===== config.mk =====
export PLATFORM = sky130hd
export DESIGN_NAME = alu_result_stage
export DESIGN_NICKNAME = d
export VERILOG_FILES = /design/src/rtl/alu_result_stage.sv
export SDC_FILE = /design/constraint.sdc
export NUM_CORES = 1
export LEC_CHECK = 0
export ABC_CLOCK_PERIOD_IN_PS = 1800
export CAP_MARGIN = 5
export CORE_UTILIZATION = 44
export DETAILED_ROUTE_END_ITERATION = 16
export MAX_ROUTING_LAYER = met4
export PLACE_DENSITY_LB_ADDON = 0.15
export SETUP_SLACK_MARGIN = 0.02
export SLEW_MARGIN = 20
export SYNTH_ARGS = -nofsm -noshare
export SYNTH_HDL_FRONTEND = slang
export SYNTH_SLANG_ARGS = --single-unit

===== constraint.sdc =====
create_clock -name clk -period 1.8 [get_ports clk]
set_clock_uncertainty 0.15 [all_clocks]
set_input_delay 0.18 -clock clk [delete_from_list [all_inputs] [get_ports clk]]
set_output_delay 0.18 -clock clk [all_outputs]
set_load 0.02 [all_outputs]

===== src/rtl/alu_result_stage.sv =====
// Registered result stage after the Hack ALU: captures result + destination, derives zr/ng,
// and hands entries to write-back through a 2-entry skid buffer with a registered in_ready.
module alu_result_stage #(
  parameter int unsigned WIDTH  = 16,
  parameter int unsigned DEST_W = 3
) (
  input  logic              clk,
  input  logic              reset_n,
  input  logic              flush,
  input  logic              in_valid,
  output logic              in_ready,
  input  logic [WIDTH-1:0]  in_data,
  input  logic [DEST_W-1:0] in_dest,
  output logic              out_valid,
  input  logic              out_ready,
  output logic [WIDTH-1:0]  out_data,
  output logic [DEST_W-1:0] out_dest,
  output logic              out_zr,
  output logic              out_ng,
  output logic [15:0]       out_count
);

  typedef enum logic [1:0] {
    StEmpty = 2'd0,
    StOne   = 2'd1,
    StTwo   = 2'd2
  } state_e;

  typedef struct packed {
    logic [WIDTH-1:0]  data;
    logic [DEST_W-1:0] dest;
    logic              zr;
    logic              ng;
  } entry_t;

  state_e state_q, state_d;
  entry_t main_q, skid_q, in_entry;
  logic   in_ready_q, out_valid_q;
  logic [15:0] count_q;

  logic accept, pop;
  logic load_main_in, load_main_skid, load_skid;

  assign accept = in_valid & in_ready_q & ~flush;
  assign pop    = out_valid_q & out_ready & ~flush;

  // Flags are frozen with the entry so the output side never recomputes them.
  always_comb begin
    in_entry.data = in_data;
    in_entry.dest = in_dest;
    in_entry.zr   = ~|in_data;
    in_entry.ng   = in_data[WIDTH-1];
  end

  always_comb begin
    state_d        = state_q;
    load_main_in   = 1'b0;
    load_main_skid = 1'b0;
    load_skid      = 1'b0;
    if (flush) begin
      state_d = StEmpty;
    end else begin
      unique case (state_q)
        StEmpty: begin
          if (accept) begin
            load_main_in = 1'b1;
            state_d      = StOne;
          end
        end
        StOne: begin
          if (accept && pop) begin
            load_main_in = 1'b1;
          end else if (accept) begin
            load_skid = 1'b1;
            state_d   = StTwo;
          end else if (pop) begin
            state_d = StEmpty;
          end
        end
        StTwo: begin
          if (pop) begin
            load_main_skid = 1'b1;
            state_d        = StOne;
          end
        end
        default: state_d = StEmpty;
      endcase
    end
  end

  always_ff @(posedge clk or negedge reset_n) begin
    if (!reset_n) begin
      state_q     <= StEmpty;
      main_q      <= '0;
      skid_q      <= '0;
      in_ready_q  <= 1'b1;
      out_valid_q <= 1'b0;
      count_q     <= 16'd0;
    end else begin
      state_q     <= state_d;
      in_ready_q  <= (state_d != StTwo);
      out_valid_q <= (state_d != StEmpty);
      if (load_main_in) begin
        main_q <= in_entry;
      end else if (load_main_skid) begin
        main_q <= skid_q;
      end
      if (load_skid) begin
        skid_q <= in_entry;
      end
      if (pop) begin
        count_q <= count_q + 16'd1;
      end
    end
  end

  assign in_ready  = in_ready_q;
  assign out_valid = out_valid_q;
  assign out_data  = main_q.data;
  assign out_dest  = main_q.dest;
  assign out_zr    = main_q.zr;
  assign out_ng    = main_q.ng;
  assign out_count = count_q;

`ifndef SYNTHESIS
  ready_matches_state: assert property (@(posedge clk) disable iff (!reset_n)
    in_ready_q == (state_q != StTwo));
  valid_matches_state: assert property (@(posedge clk) disable iff (!reset_n)
    out_valid_q == (state_q != StEmpty));
`endif

endmodule


==> results of run 1 <==
-- cells by family (layout without fill, tap and decap cells) --
family | after synthesis | after routing | synth area share, %
AOI/OAI and AO/OA | 50 | 50 | 15.0
muxes | 19 | 19 | 10.6
xor gates and xnor gates | 15 | 15 | 4.95
adders and majority gates | 1 | 1 | 0.472
buffers and inverters | 12 | 107 | 3.02
DFF | 60 | 60 | 56.7
and+or+nand+nor | 44 | 45 | 9.30
-- registers in the layout, summed over array words and instances, names as in the netlist --
signal / flops
out_dest: 3
out_valid: 1
out_zr: 1
out_count: 16
out_data: 16
in_ready: 1
state_q: 2
skid_q: 20
-- worst max-delay path by stage --
| stage | startpoint | to | slack [ps] | cells after the start |
|---|---|---|---|---|
| finish | out_valid$_DFF_PN0_ | skid_q[4]$_DFFE_PN0P_ | -40 | 4 |
| floorplan | out_valid$_DFF_PN0_ | skid_q[10]$_DFFE_PN0P_ | -130 | 5 |
| detailed placement | out_ready | out_data[4]$_DFFE_PN0P_ | -310 | 6 |
| global placement | out_ready | out_data[13]$_DFFE_PN0P_ | -270 | 6 |
| global route | out_valid$_DFF_PN0_ | skid_q[14]$_DFFE_PN0P_ | -70 | 4 |
| CTS | out_valid$_DFF_PN0_ | skid_q[4]$_DFFE_PN0P_ | -50 | 4 |
-- per-layer routing --
layer  global-route usage [%]  vias up  part of all wire (%)
met5                        -        -                     0
met2                     29.9       62                    45
met3                     4.69       12                   4.9
li1                         -      931                     -
met4                     10.2        0                   1.6
met1                     27.6      998                    48
-- metrics by stage --
stage / setup TNS (ps) / setup WS [ps]
6_report: -697 / -44.1
5_1_grt: -1160 / -73.2
4_1_cts: -721 / -46.6
3_5_place_dp: -12180 / -309
3_3_place_gp: -11080 / -272
2_1_floorplan: -2370 / -134
-- layout by cell type, fill, tap and decap left out, types with 2 or more instances in the layout --
master | Yosys | routed
dfrtp_1 | 59 | 58
clkdlybuf4s50_1 | 0 | 54
buf_4 | 1 | 23
a22o_1 | 19 | 19
a21o_1 | 19 | 19
mux2_4 | 18 | 18
nand2_1 | 12 | 11
xnor2_1 | 11 | 11
clkbuf_8 | 0 | 9
nand4_1 | 5 | 5
nor4_1 | 7 | 5
nor2_1 | 5 | 4
xor2_1 | 4 | 4
dlymetal6s2s_1 | 0 | 4
nand3_1 | 4 | 3
nor2_4 | 0 | 3
bufinv_16 | 0 | 3
dlygate4sd2_1 | 0 | 3
a21oi_1 | 2 | 2
a221oi_1 | 2 | 2
nand4b_1 | 2 | 2
nor4_2 | 1 | 2
o21ai_0 | 2 | 2
clkinvlp_4 | 0 | 2
buf_12 | 0 | 2
buf_6 | 3 | 2
-- power breakdown --
part	total (mW)	internal [mW]	switching [mW]
sequential	1.89	1.67	0.226
combinational	1.15	0.674	0.477
clock	1.50	0.926	0.570
-- critical path, delay by kind of cell (launching register included) --
kind,cells,cell delay (ps)
DFF,1,430
muxes,1,300
buffers and inverters,1,190
AOI/OAI and AO/OA,1,220
and+or+nand+nor,1,430
-- layout make-up --
class	count	area share [%]
Sequential cell	60	39.2
Multi-Input combinational cell	130	29.3
Timing Repair Buffer	90	22.6
Clock buffer	9	3.23
Clock inverter	7	3.20
Tap cell	72	2.35
Inverter	1	0.0979
-- Yosys cell counts, types with 2 or more instances --
library cell | n | area [um^2]
dfrtp_1 | 59 | 1480
a21o_1 | 19 | 143
a22o_1 | 19 | 166
mux2_4 | 18 | 270
nand2_1 | 12 | 45.0
xnor2_1 | 11 | 96.3
nor4_1 | 7 | 43.8
buf_2 | 6 | 30.0
nand4_1 | 5 | 31.3
nor2_1 | 5 | 18.8
nand3_1 | 4 | 20.0
xor2_1 | 4 | 35.0
buf_6 | 3 | 33.8
a21oi_1 | 2 | 10.0
a221oi_1 | 2 | 17.5
nand4b_1 | 2 | 17.5
o21ai_0 | 2 | 10.0
-- what timing repair did --
item | 4_1_cts | 5_1_grt
gates resized for setup | 5 | 12
pin swaps | 0 | 3
setup endpoints to repair | 41 | 45
cloned | 0 | 2
hold buffers | 1 | 0
endpoints found under the hold margin | 20 | 0
setup buffers | 0 | 1
==> qor.csv, run 1 <==
metric,value,unit
grt_max_degree,24,
layout.cells.non_filler,369,
place_area,3510,um^2
finalCriticalPeriod,1840,ps
multiInputGateArea,1120,um^2
totalPowerFinal,4.54,mW
synthesis.area,2650,um^2
cap_violations,0,
min_path_type,primary input to async pin,
grt_overflow,0,
cp.required,1870,ps
cp_max_fo,21,
avgViaCountPerCell,5.43,
setup.worst_path.start_class,register,
tritoncts,built,
hold_viol,0,
seq_area_frac_synth,56.7,%
grt_pass1_wl,9520,um
r2r_start,out_valid$_DFF_PN0_,
wl_per_cell,16.3,um
final_layout_size_suffix_gt1_share,25.3,%
clk_latency,340,ps
status,"complete, but fails checks",
drcViolationCount,0,
crit_path_end_kind,register,
synth_flop_cell,dfrtp_1,
syn_inst,201,
design.die.area,6340,um^2
htreeDepth,3,
finalSetupViolCount,19,
die_w,79.6,um
gp_congestion,0.863,
clk_pin_slew,70,ps
yosysWarnings,0,
area_delta_synth_final,44.5,%
grtUsageTotal,20.7,%
synth.net_count,226,
dp_cells,349,
synth_edf_count,0,
critPathMaxStageDelay,430,ps
dp_hpwl,3950,um
report.final.slew_viol_count,0,
clockBufferDepth,2,
initial_core_util,47.0,%
cts_buffers,9,
worstPathCellList,"a21bo_1, or4_4, buf_12, mux2_4",
io_buffer_count,62,
slew_headroom,64.1,%
synthArstFlopShare,100,%
power_leakage,1.88,nW
fin_ws,-44.1,ps
r2r_slack,-40,ps
antenna_found_initial,0,
seq_area,1500,um^2
num_antenna_cells,0,
die_y,79.6,um
violations,setup timing,
postLayoutCoreUtil,67.9,%
power_density,1180,nW/um^2
cts.sinks,60,
fin_nets,317,
max-vdd-ir-drop,0.726,mV
reg2reg_depth,4,
rsz0062_at_grt,yes,
synth_area_per_cell,13.2,um^2
crit_slowest_cell,dfrtp_2,
io_pins,63,
clockRootBuffer,clkbuf_8,
critPathArrivalTime,1920,ps
regToRegEndpoint,skid_q[4]$_DFFE_PN0P_,
path_class,register to register,
drt.antenna.violating_nets,0,
grt_pass1_vias,2000,
worst_slew_pin_slew,539,ps
fin_area,3830,um^2
fin_hold_ws,200,ps
fmax,0.542,GHz
rows,27,
fillers,426,
first_pass_iters,6,
synth_cell_types,38,
post-route-period-util,102,%
synth_seq_cells,60,
core,5640,um^2
routed_wl,6030,um
num_vias,2003,
first_iter_violations,102,
(Power assumes the default switching activity.)
==> run 2, diff against run 1 <==
ABC_CLOCK_PERIOD_IN_PS = 2000   (was 1800)
CORE_MARGIN = 10   (was unset)
CORE_UTILIZATION = 49   (was 44)
clock period = 2 ns   (was 1.8 ns; I/O delays follow)
==> qor.csv, run 2 (synthesis gave the netlist of run 1 again) <==
metric,value,unit,change
wl_per_cell,17.6,um,+8.0%
core,5170,um^2,-8.3%
num_vias,1934,,-3.4%
final_layout_size_suffix_gt1_share,19.4,%,-5.9 points
power_leakage,1.73,nW,-7.8%
gp_congestion,0.848,,-1.8%
min_path_type,primary input to async pin,,
design.die.area,8750,um^2,+38%
r2r_start,in_ready$_DFF_PN1_,,
grt_pass1_wl,10400,um,+9.4%
layout_common_cells,"clkdlybuf4s50_1, dfrtp_1, a22o_1, a21o_1, mux2_4",,
cap_violations,0,,unchanged
grtUsageTotal,15.5,%,-5.2 points
first_iter_violations,122,,+20%
clockRootBuffer,clkbuf_8,,
cp_max_fo,21,,unchanged
htreeDepth,3,,unchanged
grt_max_degree,43,,+79%
first_pass_iters,4,,-2
clk_latency,340,ps,about the same
avgViaCountPerCell,5.46,,+0.65%
drcViolationCount,0,,unchanged
max-vdd-ir-drop,0.716,mV,-1.4%
fin_ws,118,ps,+162 ps
report.final.slew_viol_count,0,,unchanged
status,finished clean,,
final_common_cell,clkdlybuf4s50_1,,
grt_pass1_vias,2058,,+2.9%
drt.antenna.violating_nets,0,,unchanged
clockBufferDepth,2,,unchanged
fmax,0.531,GHz,-2.0%
antenna_found_initial,0,,unchanged
area_delta_synth_final,37.4,%,
fin_hold_ws,204,ps,+4.19 ps
reg2reg_depth,4,,unchanged
cts.sinks,60,,unchanged
dp_hpwl,4440,um,+13%
regToRegEndpoint,skid_q[19]$_DFFE_PN0P_,,
hold_viol,0,,unchanged
cp.required,2070,ps,+200 ps
initial_core_util,51.3,%,+4.3 points
slew_headroom,67.7,%,+3.7 points
r2r_slack,120,ps,+160 ps
num_antenna_cells,0,,unchanged
finalCriticalPeriod,1880,ps,+37.8 ps
rsz0062_at_grt,no,,
tritoncts,built,,
cp-endpoint,skid_q[19]$_DFFE_PN0P_,,
setup.worst_path.start_class,register,,
rows,26,,-3.7%
top_register,skid_q,,
path_class,register to register,,
grt_overflow,0,,unchanged
clk_pin_slew,70,ps,about the same
power_density,1050,nW/um^2,-11%
fin_nets,304,,-4.1%
cts_buffers,9,,unchanged
crit_path_end_kind,register,,
startpoint,in_ready$_DFF_PN1_,,
dp_slack,-104,ps,+205 ps
die_w,93.6,um,+18%
die_y,93.6,um,+18%
io_buffer_count,62,,unchanged
post-route-period-util,94.1,%,-8.4 points
routed_wl,6240,um,+3.6%
largest_reg_flops,20,,unchanged
worst_slew_pin_slew,484,ps,-54.8 ps
finalSetupViolCount,0,,-19
critPathArrivalTime,1950,ps,+30 ps
io_pins,63,,unchanged
-- run 2: cell count changes in the layout (fill, tap and decap cells not counted), moves of 3 or more --
| cell | delta |
|---|---|
| buf_4 | -10 |
| clkdlybuf4s50_1 | +7 |
| dlygate4sd2_1 | -3 |
| dlymetal6s2s_1 | -4 |
-- run 2: cell type report --
type	instances	area (um^2)
sequential	60	1500
clock buffer	12	155
clock inverter	4	47.5
tap	70	87.6
inverter	1	3.75
timing repair buffer	78	763
fill	395	1530
multi-input combinational	129	1080
-- run 2: layer usage --
metal	track usage (%)	vias up	part of all wire, %	wire length (um)
li1	-	904	-	-
met4	4.81	0	1.2	74
met3	6.39	5	6.6	414
met5	-	-	0	0
met2	22.8	60	47	2940
met1	19.1	965	45	2820
-- run 2: worst min path at each step --
stage                  from                  endpoint  slack [ps]  cells after the start
floorplan           reset_n  out_count[0]$_DFFE_PN0P_        -250                      0
global placement    reset_n   out_dest[1]$_DFFE_PN0P_          30                      1
detailed placement  reset_n   out_dest[1]$_DFFE_PN0P_          30                      1
CTS                 reset_n   out_dest[1]$_DFFE_PN0P_         210                      2
global route        reset_n   out_data[8]$_DFFE_PN0P_         250                      2
finish              reset_n  out_data[15]$_DFFE_PN0P_         200                      2
-- run 2: critical path, cell delays in order (launching register included) --
cell     delay (ps)
dfstp_2         550
nand2_1          70
or4_4           500
buf_12          190
mux2_4          300
-- run 2: report_power, final --
part / total (mW) / internal, mW / switching, mW / leakage (nW)
Clock: 1.10 / 0.639 / 0.466 / 0.102
Sequential: 1.71 / 1.50 / 0.204 / 0.756
Combinational: 1.02 / 0.599 / 0.425 / 0.875
-- run 2: what timing repair did --
item,4_1_cts,5_1_grt
gates resized for setup,0,1
hold endpoints to repair,18,0
buffers inserted,0,0
hold buffers,1,0
setup endpoints to repair,0,4
-- run 2: stage by stage --
step	util (%)	power [mW]	std cells	TNS (ps)	area, um^2
global route	70.4	4.04	354	0	3640
floorplan	-	2.27	201	0	2650
CTS	70.3	3.87	354	0	3640
global placement	66.2	2.73	337	-2650	3420
detailed placement	66.2	2.75	337	-3000	3420
finish	70.4	3.83	354	0	3640
